==> config.mk <==
export PLATFORM = sky130hd
export DESIGN_NAME = dsp_mac_sequencer
export DESIGN_NICKNAME = d
export VERILOG_FILES = /design/src/rtl/dsp_mac_sequencer.sv
export SDC_FILE = /design/constraint.sdc
export NUM_CORES = 1
export LEC_CHECK = 0
export ABC_AREA = 1
export CORE_MARGIN = 1
export CORE_UTILIZATION = 35
export CTS_CLUSTER_SIZE = 20
export DETAILED_ROUTE_END_ITERATION = 10
export GPL_ROUTABILITY_DRIVEN = 0
export HOLD_SLACK_MARGIN = 0.12
export PLACE_DENSITY = 0.74
export SYNTH_ARGS = -nofsm -noshare
export SYNTH_HDL_FRONTEND = slang
export SYNTH_SLANG_ARGS = --single-unit
export TNS_END_PERCENT = 1
==> constraint.sdc <==
create_clock -name CLK -period 1.9 [get_ports CLK]
set_input_delay 0.19 -clock CLK [delete_from_list [all_inputs] [get_ports CLK]]
set_output_delay 0.19 -clock CLK [all_outputs]
set_load 0.01 [all_outputs]
==> src/rtl/dsp_mac_sequencer.sv <==
// Drives one DSP slice as a signed multiply-accumulate engine for dot products.
// A (valid, first) tag pipeline follows each operand pair through the slice so the CEs line up with the data.
module dsp_mac_sequencer #(
  parameter int LEN_W = 8,
  parameter int M_TAP = 2,
  parameter int P_TAP = 3
) (
  input  logic              CLK,
  input  logic              RSTN,
  input  logic              start,
  input  logic [LEN_W-1:0]  len,
  output logic              busy,
  input  logic              op_valid,
  output logic              op_ready,
  input  logic signed [17:0] op_a,
  input  logic signed [17:0] op_b,
  output logic              res_valid,
  input  logic              res_ready,
  output logic [47:0]       res_data,
  output logic              res_ovf,
  output logic [17:0]       dsp_a,
  output logic [17:0]       dsp_b,
  output logic [7:0]        dsp_opmode,
  output logic              dsp_cea,
  output logic              dsp_ceb,
  output logic              dsp_cem,
  output logic              dsp_ceopmode,
  output logic              dsp_cep,
  output logic              dsp_rstp,
  input  logic [47:0]       dsp_p,
  input  logic              dsp_carryout,
  output logic [1:0]        dbg_state
);

  // Handshakes: a transfer happens on a rising edge where valid and ready are both high;
  // valid never depends on ready, and ready here is a registered function of state only.

  typedef enum logic [1:0] {IDLE = 2'd0, RUN = 2'd1, DRAIN = 2'd2, DONE = 2'd3} state_t;

  localparam int DW = $clog2(P_TAP + 2);

  state_t           state;
  logic [LEN_W-1:0] cnt;
  logic             first;
  logic [DW-1:0]    dcnt;
  logic [P_TAP:0]   tag_vld;
  logic [P_TAP:0]   tag_first;
  logic             chk_ovf;
  logic             ovf_acc;
  logic             hs;

  assign hs           = op_valid & op_ready;
  assign dsp_cea      = tag_vld[0];
  assign dsp_ceb      = tag_vld[0];
  assign dsp_cem      = tag_vld[M_TAP];
  assign dsp_ceopmode = tag_vld[P_TAP-1];
  assign dsp_cep      = tag_vld[P_TAP];
  assign dbg_state    = state;

  always_ff @(posedge CLK) begin
    if (!RSTN) begin
      state      <= IDLE;
      cnt        <= '0;
      first      <= 1'b0;
      dcnt       <= '0;
      tag_vld    <= '0;
      tag_first  <= '0;
      chk_ovf    <= 1'b0;
      ovf_acc    <= 1'b0;
      busy       <= 1'b0;
      op_ready   <= 1'b0;
      res_valid  <= 1'b0;
      res_data   <= '0;
      res_ovf    <= 1'b0;
      dsp_a      <= '0;
      dsp_b      <= '0;
      dsp_opmode <= '0;
      dsp_rstp   <= 1'b1;
    end else begin
      dsp_rstp   <= 1'b0;
      tag_vld    <= {tag_vld[P_TAP-1:0], hs};
      tag_first  <= {tag_first[P_TAP-1:0], hs & first};
      // Opmode register lands in the same cycle as ceopmode for its tag.
      dsp_opmode <= tag_vld[P_TAP-2] ? (tag_first[P_TAP-2] ? 8'h01 : 8'h09) : 8'h00;
      // CARRYOUT is registered with P, so it is judged one cycle after an accumulating load.
      chk_ovf    <= tag_vld[P_TAP] & ~tag_first[P_TAP];
      if (chk_ovf && dsp_carryout) ovf_acc <= 1'b1;

      case (state)
        IDLE: begin
          if (start) begin
            ovf_acc <= 1'b0;
            res_ovf <= 1'b0;
            busy    <= 1'b1;
            if (len == '0) begin
              state     <= DONE;
              res_data  <= '0;
              res_valid <= 1'b1;
              dsp_rstp  <= 1'b1;
            end else begin
              state    <= RUN;
              cnt      <= len;
              first    <= 1'b1;
              op_ready <= 1'b1;
            end
          end
        end
        RUN: begin
          if (hs) begin
            dsp_a <= op_a;
            dsp_b <= op_b;
            first <= 1'b0;
            cnt   <= cnt - LEN_W'(1);
            if (cnt == LEN_W'(1)) begin
              op_ready <= 1'b0;
              state    <= DRAIN;
              dcnt     <= '0;
            end
          end
        end
        DRAIN: begin
          dcnt <= dcnt + DW'(1);
          // dsp_p holds the final sum one cycle after the last cep.
          if (dcnt == DW'(P_TAP + 1)) begin
            res_data  <= dsp_p;
            res_ovf   <= ovf_acc | (chk_ovf & dsp_carryout);
            res_valid <= 1'b1;
            state     <= DONE;
          end
        end
        DONE: begin
          if (res_ready) begin
            res_valid <= 1'b0;
            busy      <= 1'b0;
            state     <= IDLE;
          end
        end
        default: state <= IDLE;
      endcase
    end
  end

endmodule

* Yosys cells after proc, flatten, opt, wreduce, memory -nomap -nowiden
Index checks and enable logic that the tools add are counted.
** Storage, ports and cells
- Register bits after elaboration :: 121
- Output and inout bits :: 104
- Input port bits :: 98
** Operators by class
- Bitwise gates (word level) :: 6
- Equality and inequality tests :: 12
- Reduce and logical (&&, ||, !) cells :: 18
- Multiplexer cells :: 42
- Add/subtract/negate cells :: 2
** Operator list (number)
- $mux 48 :: 3
- $pmux 48 s2 :: 1
- $mux 8 :: 3
- $mux 1 :: 18
- $pmux 8 s2 :: 1
- $reduce_and 5->1 :: 3
- $ne 2x2->1 const B :: 7
- $mux 2 :: 6
- $reduce_and 3->1 :: 3
- $eq 8x1->1 const B :: 1
- $logic_not 8->1 :: 1
- $pmux 1 s2 :: 4
- $pmux 2 s4 :: 1
- $reduce_and 4->1 :: 2
- $reduce_bool 2->1 :: 4
- $sub 8x1->8 const B :: 1
- $mux 3 :: 2
- $pmux 3 s2 :: 1
- $and 1x1->1 :: 4
- $eq 2x2->1 const B :: 2
- $mux 4 :: 1
- $reduce_and 2->1 :: 2
- $add 3x1->3 const B :: 1
- $eq 3x3->1 const B :: 1
- 7 further kinds :: 7

* Logic depth before layout (Yosys ltp)
Gate-level depths: netlist of the first run.
- Depth in word-level cells :: 4
- Depth in mapped cells :: 12
- Depth with buffers taken out :: 9

* Worst setup path before layout of the first run
OpenSTA, ideal clock, no wires.
- Kind :: register -> register
- Start :: reg state[0], in the netlist dbg_state[0]
- End :: reg res_data[0]
- Period minus slack after synthesis :: 1.753 ns
- Slack :: 0.147 ns
- Arrival time :: 1.625 ns
- Stages on the path, launching flop included :: 13
- Setup time :: 0.128 ns
- Required time :: 1.772 ns
- Path buffers :: 3
- Path through :: dfxtp_1 -> inv_1 -> ha_1 -> buf_4 -> inv_2 -> a21oi_2 -> nand3b_4 -> nor2_4 -> buf_6 -> buf_6 -> nand2_1 -> o21ai_1 -> nor2_1
** Between the ends
- Word-level cells in the longest chain between the ends :: 3
** RTL lines
- from (decl) :: RTL line 42 : state_t state;
- from (signal assigned) :: RTL line 62 : state <= IDLE;
- from (signal assigned) :: RTL line 96 : state <= DONE;
- from (signal assigned) :: RTL line 101 : state <= RUN;
- $eq 2x2->1 / $logic_not 2->1 (equally long branches) :: RTL line 89 : case (state)
- $ne 2x2->1 (no source line) / $reduce_bool 2->1 (equally long branches)
- $reduce_and 4->1 (no source line)
- to (signal assigned) :: RTL line 125 : res_data <= dsp_p;
- to (decl) :: RTL line 19 : output logic [47:0] res_data,
Several ways; a longest one is shown, not always the timed one.
A chain may end at the register's enable or synchronous reset.

* Worst setup path in the final report of the first run
- Start :: reg state[1], in the netlist dbg_state[1]
- End :: reg res_data[3]
The elaborated chain is that of the path after synthesis.

==> results of run 1 <==
-- layout make-up --
cell class | instances | area (um^2)
multi-input combinational | 465 | 2071
timing repair buffer | 220 | 2212
fill | 1197 | 5612
clock buffer | 19 | 452.9
sequential | 115 | 2302
tap | 176 | 220.2
clock inverter | 13 | 205.2
inverter | 30 | 115.1
-- sequential cells by signal (all words and copies together), names as in the netlist, 2 cells and up --
signal	cells
tag_first	4
cnt	8
tag_vld	4
dsp_b	18
dbg_state	2
dsp_opmode	2
dsp_a	18
dcnt	3
res_data	48
-- worst min path at each step --
| stage | slack, ns | depth (start not counted) | to | from |
|---|---|---|---|---|
| after floorplan | 0.33 | 2 | dsp_b[10] | op_b[10] |
| after global placement | 0.37 | 1 | chk_ovf | tag_first[3] |
| after detailed placement | 0.37 | 1 | chk_ovf | tag_first[3] |
| after CTS | 0.31 | 3 | dsp_b[15] | op_b[15] |
| after global routing | 0.32 | 3 | dsp_b[9] | op_b[9] |
| final | 0.33 | 3 | dsp_b[15] | op_b[15] |
-- routing by layer --
layer  share of wire  track usage
met1            0.46       0.2234
met2            0.46       0.2787
met3           0.071      0.06202
met4           0.013      0.08494
met5               0            0
-- through the flow --
step	setup slack (ns)	cell area, um^2	hold slack, ns	total power, mW	std cells
CTS	0.1432	7481	0.3063	11.91	1032
global placement	0.07292	6823	0.3697	8.243	1000
finish	0.2023	7579	0.3297	12.08	1038
floorplan	0.1472	4736	0.3330	6.457	656
global route	0.002481	7579	0.3211	12.92	1038
detailed placement	0.05163	6823	0.3733	8.309	1000
-- kinds of logic (layout without fill, tap and decap cells) --
| group | count (synthesis) | count (layout) | share of synthesized area |
|---|---|---|---|
| AND/OR/NAND/NOR | 336 | 336 | 0.2825 |
| AO/OA/AOI/OAI | 115 | 115 | 0.1263 |
| flip-flops | 115 | 115 | 0.4881 |
| buffers and inverters | 76 | 282 | 0.08117 |
| adder cells (fa/ha/maj) | 8 | 8 | 0.02122 |
| other | 1 | 6 | 0.0007950 |
-- power groups by stage --
stage,clock network (mW),logic (mW),registers [mW]
2_1_floorplan,0,2.78,3.68
3_3_place_gp,0,4.79,3.45
3_5_place_dp,0,4.86,3.45
4_1_cts,3.60,4.89,3.42
5_1_grt,3.71,5.70,3.51
6_report,3.52,5.14,3.43
-- worst max-delay path: cells and delay by family, from the launching register on --
kind / cells / cell delay [ns]
AOI/OAI and AO/OA: 1 / 0.06
adders and majority gates: 1 / 0.21
buffers and inverters: 4 / 0.48
DFF: 1 / 0.34
and+or+nand+nor: 5 / 0.48
-- timing repair --
action,4_1_cts,5_1_grt
setup buffers,0,4
resized for setup,0,4
endpoints found under the hold margin,0,0
endpoints found under the setup margin,0,18
-- cells in the final DEF (no fill, tap or decap), types with 3 or more instances in the layout --
master / instances
clkinv_2: 3
nand3_1: 18
clkinvlp_4: 3
buf_4: 20
clkbuf_16: 19
clkdlybuf4s50_1: 195
inv_2: 3
ha_1: 6
conb_1: 6
inv_1: 26
o21ai_0: 21
buf_12: 3
dfxtp_1: 115
bufinv_16: 5
nor2_1: 81
nand2_1: 225
a21oi_1: 50
o21ai_1: 41
==> out/metrics.cfg, run 1 <==
[die]
io_pins=202
die_w_um=118.1
initial_utilization=0.3576
rows=42
dieArea_mm2=0.01395
die_h_um=118.1
core_mm2=0.01319

[yosys]
yosysTopAreaCellShare=0.4881
synth.most_common_cell=nand2_1
syn_inst=651
synth_common_cells=nand2_1 (226), dfxtp_1 (115), nor2_1 (81)
ys_seq_elements=115
synth.cell_area_mm2=0.004717
avgSynthCellArea_um2=7.246
netlist.top_cell.by_area=dfxtp_1
synth_area_leaders=dfxtp_1 (49%), nand2_1 (18%), nor2_1 (6.4%)
synth_ff_type=dfxtp_1
async_flop_share=0
synth_edf_count=0
synth-seq-area-share=0.4881
yosys_warnings=0
ys_types=28

[setup_path]
start_kind=register
path_class=reg -> reg
r2r_cells=11
crit_path_max_fanout=17
cp-endpoint=res_data[3]
endpoint_kind=register
required_ns=2.20
r2r-start=dbg_state[1]
reg2reg_setup_slack_ns=0.20
cpMaxStageDelayCell=dfxtp_1
cp_slowest_stage_delay_ns=0.34
worstSetupStartpoint=dbg_state[1]
worst_ep_arrival_time_ns=2.00
r2r-end=res_data[3]
path_cells=inv_1 -> ha_2 -> inv_2 -> nand2_2 -> nand3b_4 -> nor2_4 -> buf_4 -> clkbuf_16 -> nand2_1 -> o21ai_1 -> nor2_1

[sta]
max_slew_margin=0.6542
skew_ns=0.007497
setup-violations-final=0
fin_setup_tns_ns=0
period_share=0.8935
hold_viol=0
rsz0062_at_grt=no
slew_viol_final=0
max_freq_ghz=0.5890
worstMarginPinSlew_ns=0.5188
layout_min_cycle_time_ns=1.698

[clocking]
clkTransAtPathRegs_ns=0.05
cts_root_buf=clkbuf_16
tritoncts=built
cts_max_level=4
cts.path.max_buffers=2
postCtsHoldBufs=0
cts.sinks=115
clk_latency_ns=0.41
cts-buffers-inserted=17

[route]
vias=4656
drc=0
drt_iter0_drc=253
drt_wl_total_mm=12.63
wl_per_cell_um=12.17
ant_nets=0
firstDrtPassIters=5
vias_per_cell=4.486

[global_route]
grt-ovfl-total=0
grt_pass1_wl_mm=19.89
antenna_found_initial=0
grt_start_max_net_pins=52
track_usage=0.1800
grt_pass1_vias=4140

[finish]
fin_nets=955
drive_gt1_frac=0.08469
diodes=0
final_core_util=0.5746
syn_to_final_growth_pct=60.66

[pwr]
p_per_area_mw_per_mm2=1594
switching_power_mw=4.144
ir_worst_vdd_v=0.0008188
p_int_mw=7.939
swShare=0.3430
power_frac_clock=0.291
p_leak_nw=2.963
seqPwrFrac=0.284
pwr-share-comb=0.426

[status]
status=complete, no violations

[job]
drv_cap=0

[min_path]
hold_path_class=in -> reg

[placement]
dp_hpwl_mm=8.510
io_buffers=195

Power figures use the tool's default switching activity.
==> run 2: changes to the inputs <==
Settings changed: CORE_ASPECT_RATIO set to 1.4.
==> run 2 against run 1 <==
Combinational power down 0.8%. Hold slack gained 0.011 ns. Routed wire length increased by 5.7%. Clock skew grew 0.0019 ns. Non-clock buffer count down 5. Power down 3.8%. Die area barely moved. Highest routed layer unchanged.
==> out/metrics.cfg, run 2 (same netlist as run 1, synthesis figures left out) <==
[status]
status=complete, no violations

[placement]
io_buffers=195
dp_hpwl_mm=8.998
post_dp_cell_area_mm2=0.006810

[setup_path]
start_kind=register
r2r_cells=9
endpoint_kind=register
path_cells=inv_1 -> ha_2 -> inv_2 -> nor2_2 -> nor2_4 -> buf_12 -> clkbuf_16 -> o21ai_0 -> nor2_1
crit_family=buffers and inverters
worst_ep_arrival_time_ns=2.06
cpMaxStageDelayCell=dfxtp_1
required_ns=2.19
reg2reg_setup_slack_ns=0.13
path_class=reg -> reg
crit_path_max_fanout=33
cp_slowest_stage_delay_ns=0.35
cp.depth=9
path_buf_inv=4

[clocking]
clk_latency_ns=0.41
cts-buffers-inserted=17
clkTransAtPathRegs_ns=0.06
cts.sinks=115
cts.path.max_buffers=2
cts_root_buf=clkbuf_16
tritoncts=built
cts_max_level=4

[global_route]
grt_start_max_net_pins=67
grt_pass1_wl_mm=21.01
track_usage=0.1911
grt-ovfl-total=0
grt_pass1_vias=4357
antenna_found_initial=0

[finish]
syn_to_final_growth_pct=58.44
top_register=res_data
layout_commonest_cell=nand2_1
fill_cells=1207
final_cell_mix=nand2_1 (225), clkdlybuf4s50_1 (195), dfxtp_1 (115)
reg_top3=res_data x48, dsp_a x18, dsp_b x18
fin_area_mm2=0.007473
diodes=0
largest_register_ffs=48
drive_gt1_frac=0.07935
fin_nets=950
final_core_util=0.5750

[route]
ant_nets=0
wl_per_cell_um=12.90
m1WireLength_mm=5.521
route.met2.wl_mm=6.814
wl_met3_um=615
drc=0
drt_iter0_drc=197
drt_wl_total_mm=13.35
firstDrtPassIters=4
vias_per_cell=4.619
top_layer_used=met4
vias=4781

[min_path]
hold_path_class=in -> reg
holdPathStages=3

[die]
die_w_um=100.1
initial_utilization=0.3629
core_mm2=0.01300
io_pins=202
rows=49
die_h_um=139.4
dieArea_mm2=0.01395

[sta]
hold_viol=0
worstMarginPinSlew_ns=0.5370
layout_min_cycle_time_ns=1.767
skew_ns=0.009399
rsz0062_at_grt=no
max_slew_margin=0.6420
max_freq_ghz=0.5660
setup-violations-final=0
slew_viol_final=0
period_share=0.9300
fin_setup_tns_ns=0

[pwr]
p_per_area_mw_per_mm2=1555
ir_worst_vdd_v=0.0007026
p_leak_nw=2.904
finalPower_mw=11.62

[job]
drv_cap=0

## run 2: cell count changes in the layout (fill, tap and decap cells not counted)
cell / previous run / this run
clkbuf_8: 2 / 0
bufinv_16: 5 / 1
nand3_4: 1 / 0
clkinv_2: 3 / 1
nand2_4: 1 / 0
inv_8: 0 / 2
nand3_2: 0 / 1
buf_12: 3 / 5
nand2_2: 2 / 3
inv_6: 1 / 5
buf_4: 20 / 13
clkinv_4: 1 / 3
## run 2: repair_timing
item,in CTS,in global routing
hold buffers,0,0
setup endpoints to repair,0,51
resized for setup,0,5
buffers inserted,0,1
## run 2: power by group
part	total, mW	switching [mW]	internal, mW
combinational	5.10	2.69	2.41
clock	3.09	1.25	1.84
sequential	3.43	0.368	3.06
## run 2: metrics by stage
| stage | std cells | worst slack, ns | hold WS (ns) |
|---|---|---|---|
| floorplan | 656 | 0.1472 | 0.3330 |
| global placement | 1000 | 0.06206 | 0.3931 |
| detailed placement | 1000 | -0.0001834 | 0.3876 |
| CTS | 1032 | 0.03467 | 0.3236 |
| global route | 1035 | 0.009415 | 0.3348 |
| finish | 1035 | 0.1331 | 0.3404 |
## run 2: worst min-delay path, stage by stage
cell and delay [ns]:
clkdlybuf4s50_1 0.39, nand2_1 0.07, a21oi_1 0.05
## run 2: worst paths after layout
check / to / start
worst max-delay path: res_data[38] / dbg_state[1]
worst min-delay path: dsp_a[12] / op_a[12]
worst max register to register: res_data[38] / dbg_state[1]
worst min register to register: chk_ovf / tag_first[3]
## run 2: area by class of cell
| type | instances | area [um^2] | area share |
|---|---|---|---|
| clock buffers | 17 | 425.4 | 0.05692 |
| clock inverters | 15 | 150.1 | 0.02009 |
| inverters | 30 | 115.1 | 0.01540 |
| multi-input cells | 465 | 2058 | 0.2754 |
| flip-flops and latches | 115 | 2302 | 0.3081 |
| well taps | 178 | 222.7 | 0.02980 |
| repair buffers | 215 | 2200 | 0.2943 |
## run 2: per-layer routing
layer,vias up,global-route usage
met1,2176,0.2160
met4,0,0.08924
met5,-,0
met2,140,0.3307
li1,2439,-
met3,26,0.05123
==> run 3: changes to the inputs <==
Settings changed: ABC_CLOCK_PERIOD_IN_PS set to 1900, PLACE_DENSITY 0.74 to 0.69.
==> run 3 against run 2 <==
Power decreased by 0.17%. Combinational power is 4.5% lower. Clock skew down 0.0020 ns. Cell area stayed put. Count of clock-buffer cells in the layout is 3 higher. Cell count is 0.19% higher. Register-to-register slack better by 0.05 ns. Worst setup slack improved by 0.048 ns. Largest cell class unchanged. Sequential cell count did not move. First-iteration DRC count decreased by 32%. Via count shrank 1.7%.
==> out/metrics.cfg, run 3 (same netlist as run 1, synthesis figures left out) <==
[placement]
post_dp_cell_area_mm2=0.006848
dp_slack_ns=-0.004098
dp_hpwl_mm=9.021
dp_cells=1005
io_buffers=195

[min_path]
holdPathStages=3
hold_path_class=in -> reg

[sta]
skew_ns=0.007411
slew_viol_final=0
rsz0062_at_grt=no
max_freq_ghz=0.5816
hold_viol=0
setup-violations-final=0
layout_min_cycle_time_ns=1.719
postLayoutSetupSlackWorst_ns=0.1807
period_share=0.9049

[global_route]
grt_pass1_vias=4387
grt-ovfl-total=0
antenna_found_initial=0
track_usage=0.1894
grt_pass1_wl_mm=20.90
grt_start_max_net_pins=52

[pwr]
p_int_mw=7.530
ir_worst_vdd_v=0.0006536
p_per_area_mw_per_mm2=1552
switching_power_mw=4.070
p_leak_nw=2.922
swShare=0.3509
finalPower_mw=11.60
seqPwrFrac=0.295
power_frac_clock=0.285
pwr-share-comb=0.420

[status]
status=complete, no violations

[setup_path]
endpoint_kind=register
required_ns=2.19
crit_path_max_fanout=16
worst_ep_arrival_time_ns=2.01
r2r_cells=9
start_kind=register
path_class=reg -> reg

[route]
ant_nets=0
wl_per_cell_um=12.44
drc=0
drt_wl_total_mm=12.90
drt_iter0_drc=134
vias=4699
vias_per_cell=4.531
firstDrtPassIters=4

[finish]
top_register=res_data
final_core_util=0.5750
layout_commonest_cell=nand2_1
regArea_mm2=0.002302
multiInputGateArea_mm2=0.002053
reg_top3=res_data x48, dsp_a x18, dsp_b x18
instances_no_fill=1037
syn_to_final_growth_pct=58.44
drive_gt1_frac=0.07916
final_cell_mix=nand2_1 (226), clkdlybuf4s50_1 (195), dfxtp_1 (115)
fill_cells=1214
fin_nets=952
diodes=0
fin_area_mm2=0.007473
largest_register_ffs=48

[clocking]
cts.path.max_buffers=2
tritoncts=built
cts.sinks=115
cts-buffers-inserted=17
cts_max_level=4
cts_root_buf=clkbuf_16
clkTransAtPathRegs_ns=0.06
clk_latency_ns=0.41

[job]
drv_cap=0

[die]
die_w_um=100.1
io_pins=202
initial_utilization=0.3629
die_h_um=139.4
rows=49
core_mm2=0.01300
dieArea_mm2=0.01395

-- run 3: changes by cell type in the layout (fill, tap and decap cells not counted), sizes merged --
cell,before,now
buf,18,22
clkinv,4,7
bufinv,1,3
clkinvlp,3,2
inv,37,30
clkbuf,19,20
-- run 3: final timing paths --
| path | slack (ns) | startpoint | end |
|---|---|---|---|
| max | 0.18 | dbg_state[1] | res_data[46] |
| min | 0.33 | op_a[5] | dsp_a[5] |
| max reg2reg | 0.18 | dbg_state[1] | res_data[46] |
| min reg2reg | 0.39 | tag_first[3] | chk_ovf |
-- run 3: power groups by stage --
stage	combinational [mW]	sequential, mW	clock (mW)
floorplan	2.78	3.68	0
global placement	4.82	3.46	0
detailed placement	4.89	3.44	0
CTS	4.92	3.42	3.36
global route	5.50	3.50	3.49
finish	4.87	3.42	3.31
-- run 3: cell type report --
type | instances | area share
timing repair buffer | 217 | 0.2888
sequential | 115 | 0.3081
inverter | 30 | 0.01540
clock inverter | 12 | 0.02076
clock buffer | 20 | 0.06245
tap | 178 | 0.02980
multi-input combinational | 465 | 0.2747
-- run 3: layer usage --
metal  wire length (um)  vias to the layer above  GRT usage
met1               5320                     2101     0.2118
met5                  0                        -          0
met2               6484                      132     0.3274
met4                424                        0    0.09153
li1                   -                     2437          -
met3                673                       29    0.05324
-- run 3: worst max-delay path, stage by stage (launching register included) --
cell and delay [ns]:
dfxtp_1 0.36, inv_1 0.09, ha_1 0.21, nand2_1 0.17, nand3b_4 0.12, nor2_4 0.21, buf_4 0.25, nand2_1 0.06
o21ai_1 0.08, nor2_1 0.05
-- run 3: stage by stage --
stage,TNS (ns),hold WS [ns]
3_3_place_gp,0,0.3822
5_1_grt,0,0.3292
6_report,0,0.3253
3_5_place_dp,-0.004098,0.3797
4_1_cts,0,0.3168
2_1_floorplan,0,0.3330
-- run 3: repair_timing --
item,4_1_cts,5_1_grt
setup buffers,0,0
hold endpoints to repair,0,0
resized for setup,0,1
hold buffers,0,0
endpoints found under the setup margin,0,1
